File: src/rtl/fpu_pkg.sv
// Shared FPU widths and the payload structs of the exponent-align pipeline.
package fpu_pkg;

  localparam int unsigned EXP_W = 8;
  localparam int unsigned MAN_W = 24;
  localparam int unsigned GRS_W = 3;
  localparam int unsigned ALN_W = MAN_W + GRS_W;

  // Stage-1 payload: operands ordered by magnitude, plus exponent distance.
  typedef struct packed {
    logic [EXP_W-1:0] big_exp;
    logic [EXP_W:0]   diff;
    logic [MAN_W-1:0] big_man;
    logic [MAN_W-1:0] small_man;
    logic             swap;
    logic             eff_sub;
    logic             sign_res;
  } align_op_t;

  // Stage-2 payload: mantissas widened with guard/round/sticky and aligned.
  typedef struct packed {
    logic [EXP_W-1:0] big_exp;
    logic [EXP_W:0]   diff;
    logic [ALN_W-1:0] big_man;
    logic [ALN_W-1:0] small_man;
    logic             swap;
    logic             eff_sub;
    logic             sign_res;
  } aligned_op_t;

endpackage

File: src/rtl/fp_sticky_shifter.sv
// Combinational logical right shift that folds every shifted-out bit into the LSB.
module fp_sticky_shifter #(
  parameter int unsigned W    = 27,
  parameter int unsigned SH_W = 9
) (
  input  logic [W-1:0]    din,
  input  logic [SH_W-1:0] shamt,
  output logic [W-1:0]    dout_c
);

  logic [W-1:0] shifted;
  logic [W-1:0] lost;

  // Shift, collect lost bits, and flush to a lone sticky bit on full shift-out.
  always_comb begin
    shifted = '0;
    lost    = '0;
    dout_c  = '0;
    if (32'(shamt) >= W) begin
      dout_c = {{(W-1){1'b0}}, |din};
    end else begin
      shifted = din >> shamt;
      lost    = din & ~({W{1'b1}} << shamt);
      dout_c  = {shifted[W-1:1], shifted[0] | (|lost)};
    end
  end

endmodule

File: src/rtl/fp_exp_align_pipe.sv
// Two-stage exponent compare / mantissa align front end of the FP adder.
module fp_exp_align_pipe #(
  parameter int unsigned EXP_W = fpu_pkg::EXP_W,
  parameter int unsigned MAN_W = fpu_pkg::MAN_W,
  parameter int unsigned ALN_W = MAN_W + fpu_pkg::GRS_W
) (
  input  logic             i_clk,
  input  logic             i_rst_n,
  input  logic             i_valid,
  output logic             o_ready,
  input  logic [EXP_W-1:0] i_exp_a,
  input  logic [EXP_W-1:0] i_exp_b,
  input  logic [MAN_W-1:0] i_man_a,
  input  logic [MAN_W-1:0] i_man_b,
  input  logic             i_sign_a,
  input  logic             i_sign_b,
  input  logic             i_sub,
  output logic             o_valid,
  input  logic             i_ready,
  output logic [EXP_W-1:0] o_big_exp,
  output logic [EXP_W:0]   o_exp_diff,
  output logic [ALN_W-1:0] o_big_man,
  output logic [ALN_W-1:0] o_small_man,
  output logic             o_swap,
  output logic             o_sign_res,
  output logic             o_eff_sub
);

  import fpu_pkg::align_op_t;
  import fpu_pkg::aligned_op_t;
  import fpu_pkg::GRS_W;

  logic        s1_valid;
  logic        s2_valid;
  logic        s2_ready;
  logic        s1_load;
  logic        s2_load;
  align_op_t   s1_d;
  align_op_t   s1_q;
  aligned_op_t s2_d;
  aligned_op_t s2_q;

  logic [EXP_W:0]   diff_raw;
  logic [EXP_W-1:0] mag_low;
  logic             a_big;
  logic [ALN_W-1:0] small_aligned;

  // Handshake: a stage loads when its successor is empty or draining.
  assign s2_ready = !s2_valid || i_ready;
  assign o_ready  = !s1_valid || s2_ready;
  assign s1_load  = i_valid && o_ready;
  assign s2_load  = s1_valid && s2_ready;

  // Stage 1: subtract exponents, pick the larger magnitude, take |diff|.
  always_comb begin
    diff_raw = {1'b0, i_exp_a} + {1'b0, ~i_exp_b} + (EXP_W+1)'(1);
    a_big    = diff_raw[EXP_W] && ((i_exp_a != i_exp_b) || (i_man_a >= i_man_b));
    mag_low  = a_big ? diff_raw[EXP_W-1:0] : EXP_W'(~diff_raw[EXP_W-1:0] + EXP_W'(1));
    s1_d           = '0;
    s1_d.swap      = !a_big;
    s1_d.big_exp   = a_big ? i_exp_a : i_exp_b;
    s1_d.big_man   = a_big ? i_man_a : i_man_b;
    s1_d.small_man = a_big ? i_man_b : i_man_a;
    s1_d.diff      = {1'b0, mag_low};
    s1_d.eff_sub   = i_sign_a ^ i_sign_b ^ i_sub;
    s1_d.sign_res  = a_big ? i_sign_a : (i_sign_b ^ i_sub);
  end

  // Stage 1 register.
  always_ff @(posedge i_clk or negedge i_rst_n) begin
    if (!i_rst_n) begin
      s1_valid <= 1'b0;
      s1_q     <= '0;
    end else begin
      if (o_ready) s1_valid <= i_valid;
      if (s1_load) s1_q <= s1_d;
    end
  end

  fp_sticky_shifter #(
    .W    (ALN_W),
    .SH_W (EXP_W + 1)
  ) u_align_shift (
    .din    ({s1_q.small_man, GRS_W'(0)}),
    .shamt  (s1_q.diff),
    .dout_c (small_aligned)
  );

  // Stage 2: widen both mantissas with GRS and attach the aligned small one.
  always_comb begin
    s2_d           = '0;
    s2_d.big_exp   = s1_q.big_exp;
    s2_d.diff      = s1_q.diff;
    s2_d.big_man   = {s1_q.big_man, GRS_W'(0)};
    s2_d.small_man = small_aligned;
    s2_d.swap      = s1_q.swap;
    s2_d.eff_sub   = s1_q.eff_sub;
    s2_d.sign_res  = s1_q.sign_res;
  end

  // Stage 2 register; holds while downstream stalls.
  always_ff @(posedge i_clk or negedge i_rst_n) begin
    if (!i_rst_n) begin
      s2_valid <= 1'b0;
      s2_q     <= '0;
    end else begin
      if (s2_ready) s2_valid <= s1_valid;
      if (s2_load) s2_q <= s2_d;
    end
  end

  assign o_valid     = s2_valid;
  assign o_big_exp   = s2_q.big_exp;
  assign o_exp_diff  = s2_q.diff;
  assign o_big_man   = s2_q.big_man;
  assign o_small_man = s2_q.small_man;
  assign o_swap      = s2_q.swap;
  assign o_sign_res  = s2_q.sign_res;
  assign o_eff_sub   = s2_q.eff_sub;

endmodule

File: config.mk
export PLATFORM = sky130hd
export DESIGN_NAME = fp_exp_align_pipe
export DESIGN_NICKNAME = d
export VERILOG_FILES = /design/src/rtl/fpu_pkg.sv /design/src/rtl/fp_sticky_shifter.sv /design/src/rtl/fp_exp_align_pipe.sv
export SDC_FILE = /design/constraint.sdc
export NUM_CORES = 1
export LEC_CHECK = 0
export BUFFER_PORTS_ARGS = -buffer_cell sky130_fd_sc_hd__buf_2
export CORE_ASPECT_RATIO = 0.9
export CORE_MARGIN = 2
export CORE_UTILIZATION = 60
export DETAILED_ROUTE_END_ITERATION = 10
export HOLD_SLACK_MARGIN = 0.15
export PLACE_DENSITY = 0.95
export SETUP_SLACK_MARGIN = 0.02
export SLEW_MARGIN = 20
export SYNTH_ARGS = -nofsm -noshare
export SYNTH_HDL_FRONTEND = slang
export SYNTH_SLANG_ARGS = --single-unit
File: constraint.sdc
create_clock -name i_clk -period 3.65 [get_ports i_clk]
set_input_delay 0.365 -clock i_clk [delete_from_list [all_inputs] [get_ports i_clk]]
set_output_delay 0.365 -clock i_clk [all_outputs]
set_load 0.01 [all_outputs]
==> results of run 1 <==
==> path summary, 6_finish.rpt <==
kind                                          endpoint
setup reg to reg            o_small_man[5]$_DFFE_PN0P_
setup / recovery            o_small_man[5]$_DFFE_PN0P_
max in group asynchronous         s1_q[35]$_DFFE_PN0P_
hold reg to reg            o_small_man[17]$_DFFE_PN0P_
hold / removal                    s1_valid$_DFFE_PN0N_
min in group asynchronous         s1_q[14]$_DFFE_PN0P_
==> stage by stage <==
stage | hold slack [ps] | total power, W | setup WS (ps) | util, %
2_1_floorplan | 69.41 | 0.003468 | 1069 | -
3_3_place_gp | 416.4 | 0.003996 | 501.1 | 66.81
3_5_place_dp | 423.2 | 0.004063 | 401.7 | 66.81
4_1_cts | 194.7 | 0.005755 | 758.0 | 70.99
5_1_grt | 193.8 | 0.006083 | 523.8 | 70.99
6_report | 196.0 | 0.005771 | 689.6 | 70.99
==> cell usage in the layout, fill, tap and decap left out, types with 4 or more instances in the layout <==
cell type,instances
buf_2,141
dfrtp_1,139
nand2_1,102
mux2i_1,94
o21ai_1,60
mux2_2,52
nor2_1,49
o21ai_0,46
inv_1,40
a21oi_1,39
ha_1,33
nor3_1,23
clkbuf_16,17
buf_4,16
a22o_1,14
nand3_1,8
a31oi_1,7
xnor2_1,7
mux4_2,6
a21o_1,6
and2_1,5
or3_1,5
a211o_1,5
o21a_1,5
o22ai_1,4
nand2b_1,4
o211ai_1,4
nor4_1,4
nand4_1,4
conb_1,4
clkbuf_1,4
==> synthesized netlist by cell type, types with 9 or more instances <==
cell        n  area (um2)
a21oi_1    39       195.2
ha_1       33       412.9
nor3_1     23       115.1
mux2i_1    94       940.9
nor2_1     49       183.9
a22o_1     14       122.6
dfrtp_1   139        3478
inv_1      40       150.1
mux2_2     52       585.6
clkbuf_1   34       127.6
nand2_1   104       390.4
o21ai_0    46       230.2
buf_6       9       101.4
o21ai_1    60       300.3
==> cell type report <==
type / instances / area [um2] / share of cell area [%]
Tap cell: 193 / 241.5 / 2.447
Clock buffer: 24 / 481.7 / 4.881
Sequential cell: 139 / 3478 / 35.24
Timing Repair Buffer: 161 / 887.1 / 8.988
Clock inverter: 7 / 90.09 / 0.9128
Inverter: 42 / 157.7 / 1.597
Multi-Input combinational cell: 637 / 4533 / 45.93
==> what timing repair did <==
action                                 CTS  global route
hold buffers                             1             0
endpoints found under the hold margin   71             0
resized for setup                        0             0
setup endpoints to repair                0             0
==> per-layer routing <==
metal  share of wire (%)  vias up  wire (um)
li1                    -     3363          -
met2                  49      318      10460
met5                   0        -          0
met4                 2.2        0        469
met3                 7.4       55       1577
met1                  41     3502       8859
==> worst register-to-register path, stage by stage (launching register included) <==
cell and delay, ps:
dfrtp_1 1060, buf_4 290, mux2i_1 190, nor2_1 80
mux2_2 330, o21ai_0 360, mux2_2 230, o22ai_1 90
a22o_1 220
==> cell families (layout without fill, tap and decap cells) <==
logic type / count (synthesis) / count (layout)
flops: 139 / 139
compound gates: 216 / 216
mux: 153 / 153
simple gates: 221 / 221
buf+inv: 101 / 234
fa+ha+maj: 34 / 34
xor+xnor: 9 / 9
other cells: 1 / 4
==> flip-flops by register name (all words and copies together) (netlist names) <==
| signal | cells |
|---|---|
| o_small_man | 27 |
| o_valid | 1 |
| o_eff_sub | 1 |
| o_big_exp | 8 |
| o_swap | 1 |
| s1_q | 67 |
| o_exp_diff | 8 |
| o_sign_res | 1 |
| o_big_man | 24 |
| s1_valid | 1 |
==> power by group <==
group	switching (W)	internal [W]
registers	0.000263	0.00185
clock network	0.000629	0.00105
logic	0.00113	0.000847
total	0.00202	0.00375
==> flow_metrics.py, run 1 <==
metrics = {
    "sta": {
        "fin_crit_ps": 2960,
        "fin_setup_tns_ps": 0,
        "final-setup-viol-count": 0,
        "fmax_ghz": 0.3378,
        "rsz0062_at_grt": "false",
        "final_hold_viol_count": 0,
        "slew_headroom_pct": 26.69,
        "fin_crit_sh_pct": 81.11,
        "drv_slew": 0,
        "fin_skew_ps": 7.842,
        "tightest_slew_ps": 1100,
    },
    "setup_path": {
        "reg2regPathDepth": 8,
        "worst-path-buf-inv": 1,
        "crit_type": "flip-flop to flip-flop",
        "timing.rr.start": "s1_q[51]$_DFFE_PN0P_",
        "crit_chain": "buf_4, mux2i_1, nor2_1, mux2_2, o21ai_0, mux2_2, o22ai_1, a22o_1",
        "cp.depth": 8,
        "cpMaxStageDelayCell": "dfrtp_1",
        "cp_top_family": "flip-flops",
        "reg2reg_slack_ps": 690,
        "crit_path_max_fanout": 23,
        "start_kind": "flip-flop",
        "cp_slowest_stage_delay_ps": 1060,
        "crit_start": "s1_q[51]$_DFFE_PN0P_",
        "worst_ep_required_time_ps": 3960,
        "worst_ep_arrival_time_ps": 3270,
        "crit_path_end_kind": "flip-flop",
        "path_common_cell": "mux2_2",
    },
    "yosys": {
        "synthAdderAreaFrac_pct": 5.108,
        "synth_flop_cell": "dfrtp_1",
        "ys_types": 68,
        "synth_top_family_by_area": "multiplexers",
        "synth_compound_area_share_pct": 15.62,
        "synth.avg_cell_area_um2": 9.698,
        "synthMuxAreaShare_pct": 19.87,
        "synthXorXnorAreaFrac_pct": 0.9300,
        "synthArstFlopShare_pct": 100.0,
        "synth_seq_cells": 139,
        "ys_warn_count": 0,
        "syn_inst": 874,
        "synth_edf_count": 0,
        "ys_seq_area_share_pct": 41.04,
        "synthSimpleGateAreaFrac_pct": 11.66,
        "netlist_area_um2": 8476,
    },
    "clocking": {
        "cts_buffers": 17,
        "cts_root_buf": "clkbuf_16",
        "clkTransAtPathRegs_ps": 60,
        "cts_setup_buffers": 0,
        "cts_buffer_depth": 2,
        "cts.sinks": 139,
        "cts_tree": "yes",
        "insertion_delay_ps": 430,
        "htreeDepth": 4,
    },
    "placed_design": {
        "placed_cells": 1171,
        "placed_cell_area_um2": 9288,
        "hpwl_um": 15010,
        "portBuffers": 142,
        "gp_congestion": 0.9299,
    },
    "routing": {
        "firstDrtPassIters": 5,
        "vias": 7238,
        "antenna_left": 0,
        "routedWlPerCell_um": 17.76,
        "viasPerCell": 6.017,
        "drtIter0Drc": 541,
        "post-route-drc-count": 0,
        "wl_um": 21370,
    },
    "hold_path": {
        "hp-class": "primary input to flip-flop",
        "worstHoldPathCells": 2,
        "hold_start": "i_valid",
    },
    "global_route": {
        "grt_use_met3_pct": 7.192,
        "grt_pass1_wl_um": 35110,
        "track_usage_pct": 29.56,
        "busiest_layer": "met2",
        "grt.overflow.total": 0,
        "grt_max_degree": 95,
        "gr-usage-met2_pct": 51.23,
        "antenna_found_initial": 0,
        "grt_use_met1_pct": 36.53,
        "grt_pass1_vias": 7209,
    },
    "finish": {
        "final_nets": 1103,
        "area_growth_syn_to_layout_pct": 16.45,
        "drive_gt1_share_pct": 25.64,
        "final_area_um2": 9869,
        "diodes": 0,
        "final_cells": 1203,
        "fillers": 988,
    },
    "run": {
        "max_cap_viol_count": 0,
    },
    "floorplanning": {
        "core_um2": 13900,
        "die_w_um": 129.3,
        "dieArea_um2": 15090,
        "start_util_pct": 60.97,
        "rows": 41,
        "die_y_um": 116.8,
        "io_pins": 147,
    },
    "outcome": {
        "outcome": "finished clean",
    },
    "pwr": {
        "leakage_nw": 4.864,
        "p_per_area_nw_per_um2": 584.8,
        "peakVddDrop_uv": 400.2,
    },
}
Note: power is estimated with default switching activity, not from simulation.
==> run 2, diff against run 1 <==
--- a/config.mk
+++ b/config.mk
@@ -8,10 +8,10 @@
 export BUFFER_PORTS_ARGS = -buffer_cell sky130_fd_sc_hd__buf_2
 export CORE_ASPECT_RATIO = 0.9
 export CORE_MARGIN = 2
-export CORE_UTILIZATION = 60
+export CORE_UTILIZATION = 52
 export DETAILED_ROUTE_END_ITERATION = 10
 export HOLD_SLACK_MARGIN = 0.15
-export PLACE_DENSITY = 0.95
+export PLACE_DENSITY = 0.89
 export SETUP_SLACK_MARGIN = 0.02
 export SLEW_MARGIN = 20
 export SYNTH_ARGS = -nofsm -noshare
==> constraint.sdc (replaced) <==
create_clock -name i_clk -period 2.6 [get_ports i_clk]
set_input_delay 0.26 -clock i_clk [delete_from_list [all_inputs] [get_ports i_clk]]
set_output_delay 0.26 -clock i_clk [all_outputs]
set_load 0.01 [all_outputs]
==> flow_metrics.py, run 2 (synthesized netlist as in run 1, its figures left out) <==
metrics = {
    "outcome": {
        "outcome": "finished with violations",
        "violations": "negative setup slack",
    },
    "run": {
        "max_cap_viol_count": 0,
    },
    "global_route": {
        "grt_pass1_wl_um": 38340,
        "antenna_found_initial": 0,
        "grt.overflow.total": 0,
        "track_usage_pct": 27.32,
        "grt_max_degree": 109,
        "grt_pass1_vias": 7623,
    },
    "hold_path": {
        "hp-class": "primary input to flip-flop",
        "worstHoldPathCells": 3,
    },
    "routing": {
        "vias": 7627,
        "antenna_left": 0,
        "routedWlPerCell_um": 19.05,
        "viasPerCell": 5.926,
        "wl_um": 24510,
        "drtIter0Drc": 557,
        "firstDrtPassIters": 5,
        "post-route-drc-count": 0,
    },
    "floorplanning": {
        "rows": 44,
        "core_um2": 16020,
        "start_util_pct": 52.91,
        "die_y_um": 125.1,
        "dieArea_um2": 17340,
        "die_w_um": 138.6,
        "io_pins": 147,
    },
    "pwr": {
        "leakage_nw": 5.327,
        "power_frac_comb_pct": 35.8,
        "switching_share_pct": 34.47,
        "p_int_w": 0.005777,
        "peakVddDrop_uv": 593.0,
        "power.share.clock_pct": 30.6,
        "p_per_area_nw_per_um2": 797.4,
        "p_seq_share_pct": 33.6,
        "switching_power_w": 0.003039,
    },
    "clocking": {
        "cts_buffer_depth": 2,
        "cts_tree": "yes",
        "htreeDepth": 4,
        "cts.sinks": 139,
        "cts_buffers": 17,
        "insertion_delay_ps": 430,
        "cts_root_buf": "clkbuf_16",
        "clkTransAtPathRegs_ps": 60,
    },
    "finish": {
        "fin_util_pct": 69.01,
        "final_nets": 1172,
        "largest_reg_flops": 67,
        "drive_gt1_share_pct": 29.17,
        "final_area_um2": 11060,
        "diodes": 0,
        "fillers": 1163,
        "final_cells": 1287,
        "final_cell_mix": "dfrtp_1, buf_2, nand2_1",
        "layout_commonest_cell": "dfrtp_1",
        "top_register": "s1_q",
        "area_growth_syn_to_layout_pct": 30.44,
    },
    "sta": {
        "layout_setup_ws_ps": -13.82,
        "fin_skew_ps": 8.945,
        "final-setup-viol-count": 1,
        "slew_headroom_pct": 47.80,
        "fin_crit_sh_pct": 100.5,
        "fin_crit_ps": 2614,
        "tightest_slew_ps": 783.1,
        "final_hold_viol_count": 0,
        "drv_slew": 0,
        "fmax_ghz": 0.3826,
        "holdWs_ps": 155.4,
    },
    "setup_path": {
        "worst_ep_required_time_ps": 2900,
        "crit_type": "primary input to flip-flop",
        "crit_path_end_kind": "flip-flop",
        "worst_ep_arrival_time_ps": 2910,
        "reg2regPathDepth": 5,
        "start_kind": "primary input",
        "crit_path_max_fanout": 6,
    },
    "placed_design": {
        "placed_cells": 1210,
        "portBuffers": 142,
        "gp_congestion": 0.9431,
        "placed_cell_area_um2": 9530,
        "place_ws_ps": -87.73,
        "hpwl_um": 15960,
    },
}
## run 2: changes by cell type in the layout (fill, tap and decap cells not counted), moves of 5 or more
cell / before / now
mux2i_1: 94 / 84
buf_4: 16 / 37
ha_1: 33 / 24
buf_2: 141 / 127
dlygate4sd3_1: 1 / 41
ha_4: 0 / 9
mux2i_2: 0 / 10
buf_6: 1 / 6
dlymetal6s4s_1: 0 / 9
## run 2: area by class of cell
cell class                      instances  area [um2]  share of cell area [%]
Multi-Input combinational cell        638        4808                   43.49
Sequential cell                       139        3478                   31.46
Timing Repair Buffer                  229        1699                   15.37
Clock buffer                           22       464.2                   4.199
Tap cell                              207       259.0                   2.343
Clock inverter                         10       188.9                   1.709
Inverter                               42       157.7                   1.426
## run 2: power groups by stage
stage / sequential (W) / clock [W] / combinational, W
6_report: 0.00296 / 0.00270 / 0.00316
2_1_floorplan: 0.00300 / 0 / 0.00187
3_5_place_dp: 0.00298 / 0 / 0.00289
4_1_cts: 0.00294 / 0.00271 / 0.00298
3_3_place_gp: 0.00295 / 0 / 0.00283
5_1_grt: 0.00301 / 0.00282 / 0.00341
## run 2: per-layer routing
| layer | share of wire, % | GRT usage [%] | vias to the layer above |
|---|---|---|---|
| li1 | - | - | 3497 |
| met3 | 6.5 | 5.630 | 47 |
| met1 | 41 | 34.45 | 3758 |
| met2 | 50 | 46.56 | 325 |
| met4 | 2.2 | 10.38 | 0 |
| met5 | 0 | 0 | - |
## run 2: path summary, 6_finish.rpt
kind                                                   from                           to  slack [ps]
worst min register to register  o_small_man[17]$_DFFE_PN0P_  o_small_man[17]$_DFFE_PN0P_         470
worst max-delay path                             i_exp_a[2]         s1_q[49]$_DFFE_PN0P_         -10
worst min-delay path                             i_man_a[9]         s1_q[12]$_DFFE_PN0P_         160
max in group asynchronous                           i_rst_n  o_small_man[18]$_DFFE_PN0P_        1380
min in group asynchronous                           i_rst_n     o_big_man[5]$_DFFE_PN0P_         410
worst max register to register         s1_q[57]$_DFFE_PN0P_   o_small_man[2]$_DFFE_PN0P_          90
## run 2: timing repair
action,in CTS,in global routing
resized for setup,0,60
hold buffers,50,0
hold endpoints to repair,102,0
setup endpoints to repair,0,65
buffers inserted,0,4
## run 2: metrics by stage
step,total power [W],setup TNS (ps)
after floorplan,0.004868,0
after global placement,0.005780,-92.83
after detailed placement,0.005868,-2710
after CTS,0.008632,0
after global routing,0.009243,-632.1
final,0.008816,-13.82
## run 2: critical path, stage by stage
cell and delay, ps:
dlygate4sd3_1 600, ha_4 290, and4b_1 210, nand3_2 100, a2111oi_4 420, o221ai_4 230
nand2_4 230, buf_6 150, buf_4 100, mux2i_1 210, o21ai_1 100
